--- src/rtl/player_sprite_renderer_pkg.sv ---
// Shared types and constants for the player sprite renderer: FSM states,
// move directions, RGB565 colours and playfield geometry.
package player_sprite_renderer_pkg;

    typedef enum logic [1:0] {
        ST_IDLE     = 2'd0,
        ST_MOVE     = 2'd1,
        ST_COOLDOWN = 2'd2
    } state_t;

    typedef enum logic [1:0] {
        DIR_UP    = 2'd0,
        DIR_DOWN  = 2'd1,
        DIR_LEFT  = 2'd2,
        DIR_RIGHT = 2'd3
    } dir_t;

    localparam logic [15:0] COLOR_SPRITE = 16'hF800;
    localparam logic [15:0] COLOR_WALL   = 16'h07E0;
    localparam logic [15:0] COLOR_BG     = 16'h0000;

    localparam int SCREEN_W = 96;
    localparam int SCREEN_H = 64;
    localparam int WALL_T   = 2;

    // Saturate an 8-bit candidate position into [lo, hi]; the result always fits 7 bits.
    function automatic logic [6:0] clamp7(input logic [7:0] v,
                                          input logic [7:0] lo,
                                          input logic [7:0] hi);
        return 7'((v < lo) ? lo : ((v > hi) ? hi : v));
    endfunction

endpackage

--- src/rtl/player_sprite_renderer_hit.sv ---
// Combinational test of whether pixel (x,y) lies inside the sprite box
// anchored at (player_x, player_y); compares are widened to avoid 7-bit wrap.
module sprite_hit_test #(
    parameter int SPRITE_W = 8,
    parameter int SPRITE_H = 8
) (
    input  logic [6:0] x,
    input  logic [6:0] y,
    input  logic [6:0] player_x,
    input  logic [6:0] player_y,
    output logic       hit
);
    logic [7:0] x8, y8, px8, py8;

    assign x8  = {1'b0, x};
    assign y8  = {1'b0, y};
    assign px8 = {1'b0, player_x};
    assign py8 = {1'b0, player_y};

    assign hit = (x8 >= px8) && (x8 < px8 + 8'(SPRITE_W)) &&
                 (y8 >= py8) && (y8 < py8 + 8'(SPRITE_H));
endmodule

--- src/rtl/player_sprite_renderer.sv ---
// Player sprite: button-driven one-pixel moves paced by move_tick with a
// tick-counted cooldown, plus a registered per-pixel colour lookup.
module player_sprite_renderer #(
    parameter int SPRITE_W       = 8,
    parameter int SPRITE_H       = 8,
    parameter int COOLDOWN_TICKS = 3,
    parameter int START_X        = 44,
    parameter int START_Y        = 28
) (
    input  logic        my_clock,
    input  logic        reset,
    input  logic        move_tick,
    input  logic        btn_up,
    input  logic        btn_down,
    input  logic        btn_left,
    input  logic        btn_right,
    input  logic [6:0]  x,
    input  logic [6:0]  y,
    output logic [15:0] oled_data,
    output logic [6:0]  player_x,
    output logic [6:0]  player_y,
    output logic        moving
);
    import player_sprite_renderer_pkg::*;

    localparam int CNT_W = (COOLDOWN_TICKS < 1) ? 1 : $clog2(COOLDOWN_TICKS + 1);
    localparam logic [7:0] X_MIN = 8'(WALL_T);
    localparam logic [7:0] X_MAX = 8'(SCREEN_W - WALL_T - SPRITE_W);
    localparam logic [7:0] Y_MIN = 8'(WALL_T);
    localparam logic [7:0] Y_MAX = 8'(SCREEN_H - WALL_T - SPRITE_H);

    state_t             state_q, state_d;
    dir_t               dir_q, dir_d;
    logic [CNT_W-1:0]   cnt_q, cnt_d;
    logic [6:0]         player_x_q, player_x_d;
    logic [6:0]         player_y_q, player_y_d;
    logic [15:0]        oled_q, oled_d;
    logic               moving_q, moving_d;
    logic [7:0]         step_x, step_y;
    logic               hit, off_screen, in_wall;

    sprite_hit_test #(
        .SPRITE_W (SPRITE_W),
        .SPRITE_H (SPRITE_H)
    ) u_hit (
        .x        (x),
        .y        (y),
        .player_x (player_x_q),
        .player_y (player_y_q),
        .hit      (hit)
    );

    assign off_screen = (x >= 7'(SCREEN_W)) || (y >= 7'(SCREEN_H));
    assign in_wall    = (x < 7'(WALL_T)) || (x >= 7'(SCREEN_W - WALL_T)) ||
                        (y < 7'(WALL_T)) || (y >= 7'(SCREEN_H - WALL_T));

    always_comb begin
        state_d    = state_q;
        dir_d      = dir_q;
        cnt_d      = cnt_q;
        player_x_d = player_x_q;
        player_y_d = player_y_q;

        // One-pixel step at 8 bits so the clamp sees the true value.
        step_x = {1'b0, player_x_q};
        step_y = {1'b0, player_y_q};
        case (dir_q)
            DIR_UP:    step_y = {1'b0, player_y_q} - 8'd1;
            DIR_DOWN:  step_y = {1'b0, player_y_q} + 8'd1;
            DIR_LEFT:  step_x = {1'b0, player_x_q} - 8'd1;
            DIR_RIGHT: step_x = {1'b0, player_x_q} + 8'd1;
        endcase

        case (state_q)
            ST_IDLE: begin
                if (move_tick && (btn_up || btn_down || btn_left || btn_right)) begin
                    dir_d   = btn_up   ? DIR_UP   :
                              btn_down ? DIR_DOWN :
                              btn_left ? DIR_LEFT : DIR_RIGHT;
                    state_d = ST_MOVE;
                end
            end
            ST_MOVE: begin
                player_x_d = clamp7(step_x, X_MIN, X_MAX);
                player_y_d = clamp7(step_y, Y_MIN, Y_MAX);
                cnt_d      = '0;
                state_d    = ST_COOLDOWN;
            end
            ST_COOLDOWN: begin
                if (move_tick) begin
                    cnt_d = cnt_q + CNT_W'(1);
                    if (cnt_d == CNT_W'(COOLDOWN_TICKS)) begin
                        state_d = ST_IDLE;
                    end
                end
            end
            default: state_d = ST_IDLE;
        endcase

        moving_d = (state_d != ST_IDLE);

        // Off-screen coordinates override everything, including the sprite.
        if (off_screen) begin
            oled_d = COLOR_BG;
        end else if (hit) begin
            oled_d = COLOR_SPRITE;
        end else if (in_wall) begin
            oled_d = COLOR_WALL;
        end else begin
            oled_d = COLOR_BG;
        end
    end

    always_ff @(posedge my_clock) begin
        if (reset) begin
            state_q    <= ST_IDLE;
            dir_q      <= DIR_UP;
            cnt_q      <= '0;
            player_x_q <= 7'(START_X);
            player_y_q <= 7'(START_Y);
            oled_q     <= COLOR_BG;
            moving_q   <= 1'b0;
        end else begin
            state_q    <= state_d;
            dir_q      <= dir_d;
            cnt_q      <= cnt_d;
            player_x_q <= player_x_d;
            player_y_q <= player_y_d;
            oled_q     <= oled_d;
            moving_q   <= moving_d;
        end
    end

    assign oled_data = oled_q;
    assign player_x  = player_x_q;
    assign player_y  = player_y_q;
    assign moving    = moving_q;
endmodule

--- config.mk ---
export PLATFORM = sky130hd
export DESIGN_NAME = player_sprite_renderer
export DESIGN_NICKNAME = d
export VERILOG_FILES = /design/src/rtl/player_sprite_renderer_pkg.sv /design/src/rtl/player_sprite_renderer_hit.sv /design/src/rtl/player_sprite_renderer.sv
export SDC_FILE = /design/constraint.sdc
export NUM_CORES = 1
export LEC_CHECK = 0
export ABC_AREA = 1
export BUFFER_PORTS_ARGS = -buffer_cell sky130_fd_sc_hd__buf_4
export CAP_MARGIN = 20
export CELL_PAD_IN_SITES_DETAIL_PLACEMENT = 1
export CELL_PAD_IN_SITES_GLOBAL_PLACEMENT = 2
export CORE_UTILIZATION = 32
export DETAILED_ROUTE_END_ITERATION = 10
export PLACE_DENSITY = 0.89
export SYNTH_ARGS = -nofsm -noshare
export SYNTH_HDL_FRONTEND = slang
export SYNTH_HIERARCHICAL = 1
export SYNTH_SLANG_ARGS = --single-unit
--- constraint.sdc ---
create_clock -name my_clock -period 5.62 [get_ports my_clock]
set_input_delay 0.562 -clock my_clock [delete_from_list [all_inputs] [get_ports my_clock]]
set_output_delay 0.562 -clock my_clock [all_outputs]
set_load 0.005 [all_outputs]
Yosys cells after proc, flatten, opt, wreduce, memory -nomap -nowiden
Index checks and enable logic that the tools add are counted.
W data, S select, Z words.
Word-level totals
  register bits: 37
  input bits: 21
  output and inout port bits: 31
  logic and storage cells: 72
Operators by class
  $add $sub $neg: 7
  order comparisons: 14
  eq/ne operators: 7
  multiplexer cells: 17
  reductions and logical operators: 19
Operators by type and width (count)
  $pmux W8 S2: 2
  $mux W7: 4
  $ge A7 B7 Y1 const B: 3
  $add A7 B1 Y8 const B: 2
  $add A7 B4 Y8 const B: 2
  $lt A7 B8 Y1: 2
  $lt A8 B2 Y1 const B: 2
  $mux W16: 1
  $sub A7 B1 Y8 const B: 2
  $ge A7 B7 Y1: 2
  $lt A7 B2 Y1 const B: 2
  $mux W2: 6
  $mux W11: 1
  $eq A2 B2 Y1 const B: 4
  $gt A8 B6 Y1 const B: 1
  $gt A8 B7 Y1 const B: 1
  $ge A7 B6 Y1 const B: 1
  $logic_or A1 B1 Y1: 7
  $pmux W2 S3: 1
  $eq A2 B1 Y1 const B: 2
  $logic_and A1 B1 Y1: 4
  $logic_not A2 Y1: 2
  $pmux W2 S2: 1
  $reduce_and A2 Y1: 2
  6 further kinds: 7

Depth between registers and ports, before layout
  word-level depth: 7
  mapped depth: 20
  mapped depth without buffers: 17

By module
Netlist, hierarchy kept.
By module, submodules not included
  player_sprite_renderer: instances 1, cells an instance 348, area each 2153.3 µm²
  sprite_hit_test: instances 1, cells an instance 121, area each 737.0 µm²

Worst setup path after synthesis
OpenSTA, ideal clock, no wires.
  path type: flip-flop to flip-flop
  start point: register dir_q[1]
  end point: register player_x_q[0] (netlist: player_x[0])
  library setup time: 0.128 ns
  arrival time: 2.206 ns
  data required time: 5.492 ns
  slack: 3.286 ns
  stages on the path, launching flop included: 17
  buffers on the path: 3
  clock period less this slack: 2.334 ns
  cells stage by stage: dfxtp_1 -> buf_6 -> buf_6 -> buf_4 -> nand2_1 -> inv_1 -> fa_1 -> nand2_1 -> o21ai_1 -> a21boi_0 -> nand3_1 -> nor2_1 -> nand2_1 -> nand2_2 -> nor2_2 -> nor2_1 -> nor2_1
On the way
  longest elaborated chain between the ends: 5
  elaborated cells between the ends (all ways): 7
  classes of those cells: 2 x order compare; 2 x eq/ne; 3 x mux
RTL lines
  start, declared: line player_sprite_renderer.sv:33  | dir_t dir_q, dir_d;
  start signal, assigned: line player_sprite_renderer.sv:125  | dir_q <= dir_d;
  $eq A2 B2 Y1: line player_sprite_renderer.sv:67  | case (dir_q)
  $pmux W8 S2 *: line player_sprite_renderer.sv:67
  $gt A8 B7 Y1: line player_sprite_renderer_pkg.sv:30  | return 7'((v < lo) ? lo : ((v > hi) ? hi : v));
  $mux W7: line player_sprite_renderer_pkg.sv:30
  $mux W7 *: line player_sprite_renderer_pkg.sv:30
  end signal, assigned: line player_sprite_renderer.sv:119  | player_x_q <= 7'(START_X);
  end signal, assigned: line player_sprite_renderer.sv:127  | player_x_q <= player_x_d;
  end, declared: line player_sprite_renderer.sv:35  | logic [6:0] player_x_q, player_x_d;
Every way passes the cells marked *; elsewhere a longest branch is shown, timed or not.
A chain may end at the register's enable or synchronous reset.

Worst setup path in the final report
Same ends and word-level chain as after synthesis.

==> key figures <==
Pwr
  – Peak supply drop: 0.104 mV
  – Net switching power: 0.000272 W
  – Combinational power share: roughly 52%
  – Sw Share: 43.6%
  – Design internal power: 0.000352 W
  – Sequential Power Share: between 30% and 40%
  – Leakage: 1.80 nW
  – Clock power frac: 16.6%
  – Pwr dens: roughly 190 nW/um^2

Worst setup path
  – R2r worst-path depth: 15
  – Largest stage delay, worst path: 0.44 ns
  – Crit start category: register
  – CP dominant cell by count: nand2_1
  – Worst path top cell family by delay: simple AND/OR/NAND/NOR gates
  – Worst setup EP type: register
  – Arrival time worst endpoint: 2.81 ns
  – CP Depth: 15
  – CP Cell Sequence: buf_4 -> nand2_1 -> ha_1 -> nand2_1 -> nand2_1 -> a21oi_1 -> nand3_1 -> nand2_1 -> nand3_1 -> nand2_1 -> nand2_1 -> nand2_2 -> nor2_2 -> nor2_1 -> nor2_1
  – CP Class: register to register
  – Worst EP required: 5.78 ns
  – Worst path slowest cell: ha_1
  – Crit Path Max Fanout: 26
  – Buf/Inv on CP: 1

Clocking
  – Worst-path clk slew: 0.08 ns
  – CTS tree: done
  – Post-cts sizing count: 0
  – CTS Sinks: 23
  – CTS root buffer: clkbuf_8
  – Total CTS buffers: 3
  – Worst-Skew Late Latency: 0.26 ns
  – Clk buf depth: 2
  – Setup repair bufs after CTS: 0
  – CTS H-Tree Depth: 1
  – CTS Hold Bufs: 0

Global routing
  – Global-route wire length before repair: 13600 microns
  – Vias in the first global route: roughly 3000
  – Largest net degree at the start of global routing: 27
  – Initial antenna violation count: 0
  – Remaining global-route overflow: 0
  – GR Util All Layers: 17.3%

STA
  – Final Skew: 0.00262 ns
  – Min Tclk post-route: approximately 2.7 ns
  – Final slew viol count: 0
  – Fin Setup TNS: 0 ns
  – F_max: 0.377 GHz
  – Final hold slack: 0.503 ns
  – # setup viols final: 0
  – Final worst path period share: ~47%
  – Setup ws final: 2.97 ns
  – RSZ-0062 raised after global routing: no
  – Count of final hold-check violations: 0

Drt
  – Via count: 2960
  – Post-DRT Antenna Nets: 0
  – TritonRoute pass-1 iters: 4
  – Final WL: 8060 microns
  – Post-route DRC violation count: 0
  – DRT iter0 DRCs: 86
  – DR vias/cell: 4.84
  – Wire length per cell: roughly 13 microns

Logic synthesis
  – Synth area leader: ha_1
  – Syn Area/Cell: 6.16 sq um
  – Post-synthesis cell type count: 34
  – Synthesized flop and latch total: 23
  – Ys Warns: 6
  – Cells after synthesis: 469
  – Syn Std Cell Area: 2890 sq um
  – Synth top area share: around 17%
  – Top cells by area, synth: ha_1, nand2_1, dfxtp_1
  – Sequential area share after synthesis: 15.9%

Cells and area
  – Fillers: 1190
  – Share of layout cells above drive strength 1: 15.9%
  – Most frequent cells in the layout: nand2_1, inv_1, buf_4
  – Commonest non-fill, non-tap cell in the layout: nand2_1
  – Diodes inserted: 0
  – Layout Cells excl Fill: between 600 and 700
  – P&R area growth vs syn: 14.1%
  – # nets final: 568
  – Final Cell Area: 3300 sq um

Hold path
  – Hold Path Cell Cnt: 2
  – Hold Path Class: register to register

Floorplanning
  – Row count: 34
  – I/O Pins: 52
  – Die Area: 9420 sq um
  – Die height: 97.0 microns
  – Core box area: 8720 sq um
  – Initial Util: 33.1%
  – Die X: 97.0 microns

Place
  – GP Congestion: 0.817
  – Placement Setup Slack: 2.94 ns
  – Detailed Place HPWL: 6770 microns
  – I/O Buffers: 46
  – Placed Cells incl. Taps: about 600
  – DP Area: ~3300 sq um

Outcome
  – Status: completed

Flow run
  – Max_cap viols: 0
[worst paths after layout]
| check | slack, ns | startpoint | to |
|---|---|---|---|
| max | 2.97 | dir_q[1]$_SDFFE_PP0P_ | player_x[0]$_SDFFE_PP0P_ |
| min | 0.50 | cnt_q[1]$_SDFFE_PP0P_ | cnt_q[1]$_SDFFE_PP0P_ |
| max reg2reg | 2.97 | dir_q[1]$_SDFFE_PP0P_ | player_x[0]$_SDFFE_PP0P_ |
| min reg2reg | 0.50 | cnt_q[1]$_SDFFE_PP0P_ | cnt_q[1]$_SDFFE_PP0P_ |
[flip-flops by register name, summed over array words and instances (netlist names)]
| signal | flops |
|---|---|
| player_x | 7 |
| player_y | 7 |
| cnt_q | 2 |
| dir_q | 2 |
| oled_data | 2 |
| state_q | 2 |
| moving | 1 |
[routing by layer]
layer | global-route usage (%) | wire [microns] | share of wire (%) | vias up
met1 | 20.8 | 3650 | 45 | 1392
met2 | 34.1 | 4200 | 52 | 38
met4 | 1.26 | 8 | 0.099 | 0
met5 | 0 | 0 | 0 | -
li1 | - | - | - | 1528
met3 | 1.88 | 194 | 2.4 | 2
[power groups by stage]
stage               sequential (W)  clock (W)  combinational [W]
floorplan                 0.000192          0           0.000242
global placement          0.000200          0           0.000313
detailed placement        0.000200          0           0.000326
CTS                       0.000196   0.000107           0.000328
global route              0.000198   0.000115           0.000373
finish                    0.000195   0.000104           0.000324
[through the flow]
step,utilization (%),total power (W)
CTS,37.8,0.000631
global route,37.8,0.000687
finish,37.8,0.000623
detailed placement,37.3,0.000526
global placement,37.3,0.000513
floorplan,-,0.000434
[area by class of cell]
class	instances	area (sq um)	area share, %
repair buffers	48	360	10.9
inverters	81	307	9.30
clock inverters	1	5.00	0.152
multi-input cells	348	1990	60.3
well taps	108	135	4.10
flip-flops and latches	23	460	14.0
clock buffers	3	41.3	1.25
[kinds of logic (layout without fill, tap and decap cells)]
| kind of cell | count (synthesis) | count (layout) | synth area share (%) |
|---|---|---|---|
| and+or+nand+nor | 249 | 249 | 38.5 |
| DFF | 23 | 23 | 15.9 |
| AOI/OAI and AO/OA | 44 | 44 | 8.53 |
| xor gates and xnor gates | 8 | 8 | 2.42 |
| other | 1 | 5 | 0.130 |
| adders and majority gates | 42 | 42 | 18.7 |
| buffers and inverters | 102 | 133 | 15.8 |
[worst register-to-register path: cells and delay by family, from the launching register on]
kind / cells / cell delay (ns)
and+or+nand+nor: 12 / 1.26
adders and majority gates: 1 / 0.44
DFF: 1 / 0.32
buffers and inverters: 1 / 0.29
AOI/OAI and AO/OA: 1 / 0.24
[synthesized netlist by cell type]
| master | n |
|---|---|
| a211oi_1 | 2 |
| a21boi_0 | 1 |
| a21oi_1 | 23 |
| buf_4 | 15 |
| buf_6 | 2 |
| clkbuf_1 | 4 |
| conb_1 | 1 |
| dfxtp_1 | 23 |
| fa_1 | 2 |
| ha_1 | 40 |
| inv_1 | 78 |
| inv_2 | 2 |
| inv_4 | 1 |
| nand2_1 | 130 |
| nand2_2 | 9 |
| nand2_4 | 1 |
| nand3_1 | 41 |
| nand3_2 | 8 |
| nand3b_1 | 1 |
| nand4_1 | 4 |
| nor2_1 | 39 |
| nor2_2 | 3 |
| nor3_1 | 6 |
| o211ai_1 | 2 |
| o21a_1 | 1 |
| o21ai_0 | 9 |
| o21ai_1 | 2 |
| o21ai_2 | 2 |
| o22ai_1 | 1 |
| o31ai_1 | 1 |
| or2_1 | 5 |
| or2_2 | 2 |
| xnor2_1 | 4 |
| xor2_1 | 4 |
(Power assumes the default switching activity.)
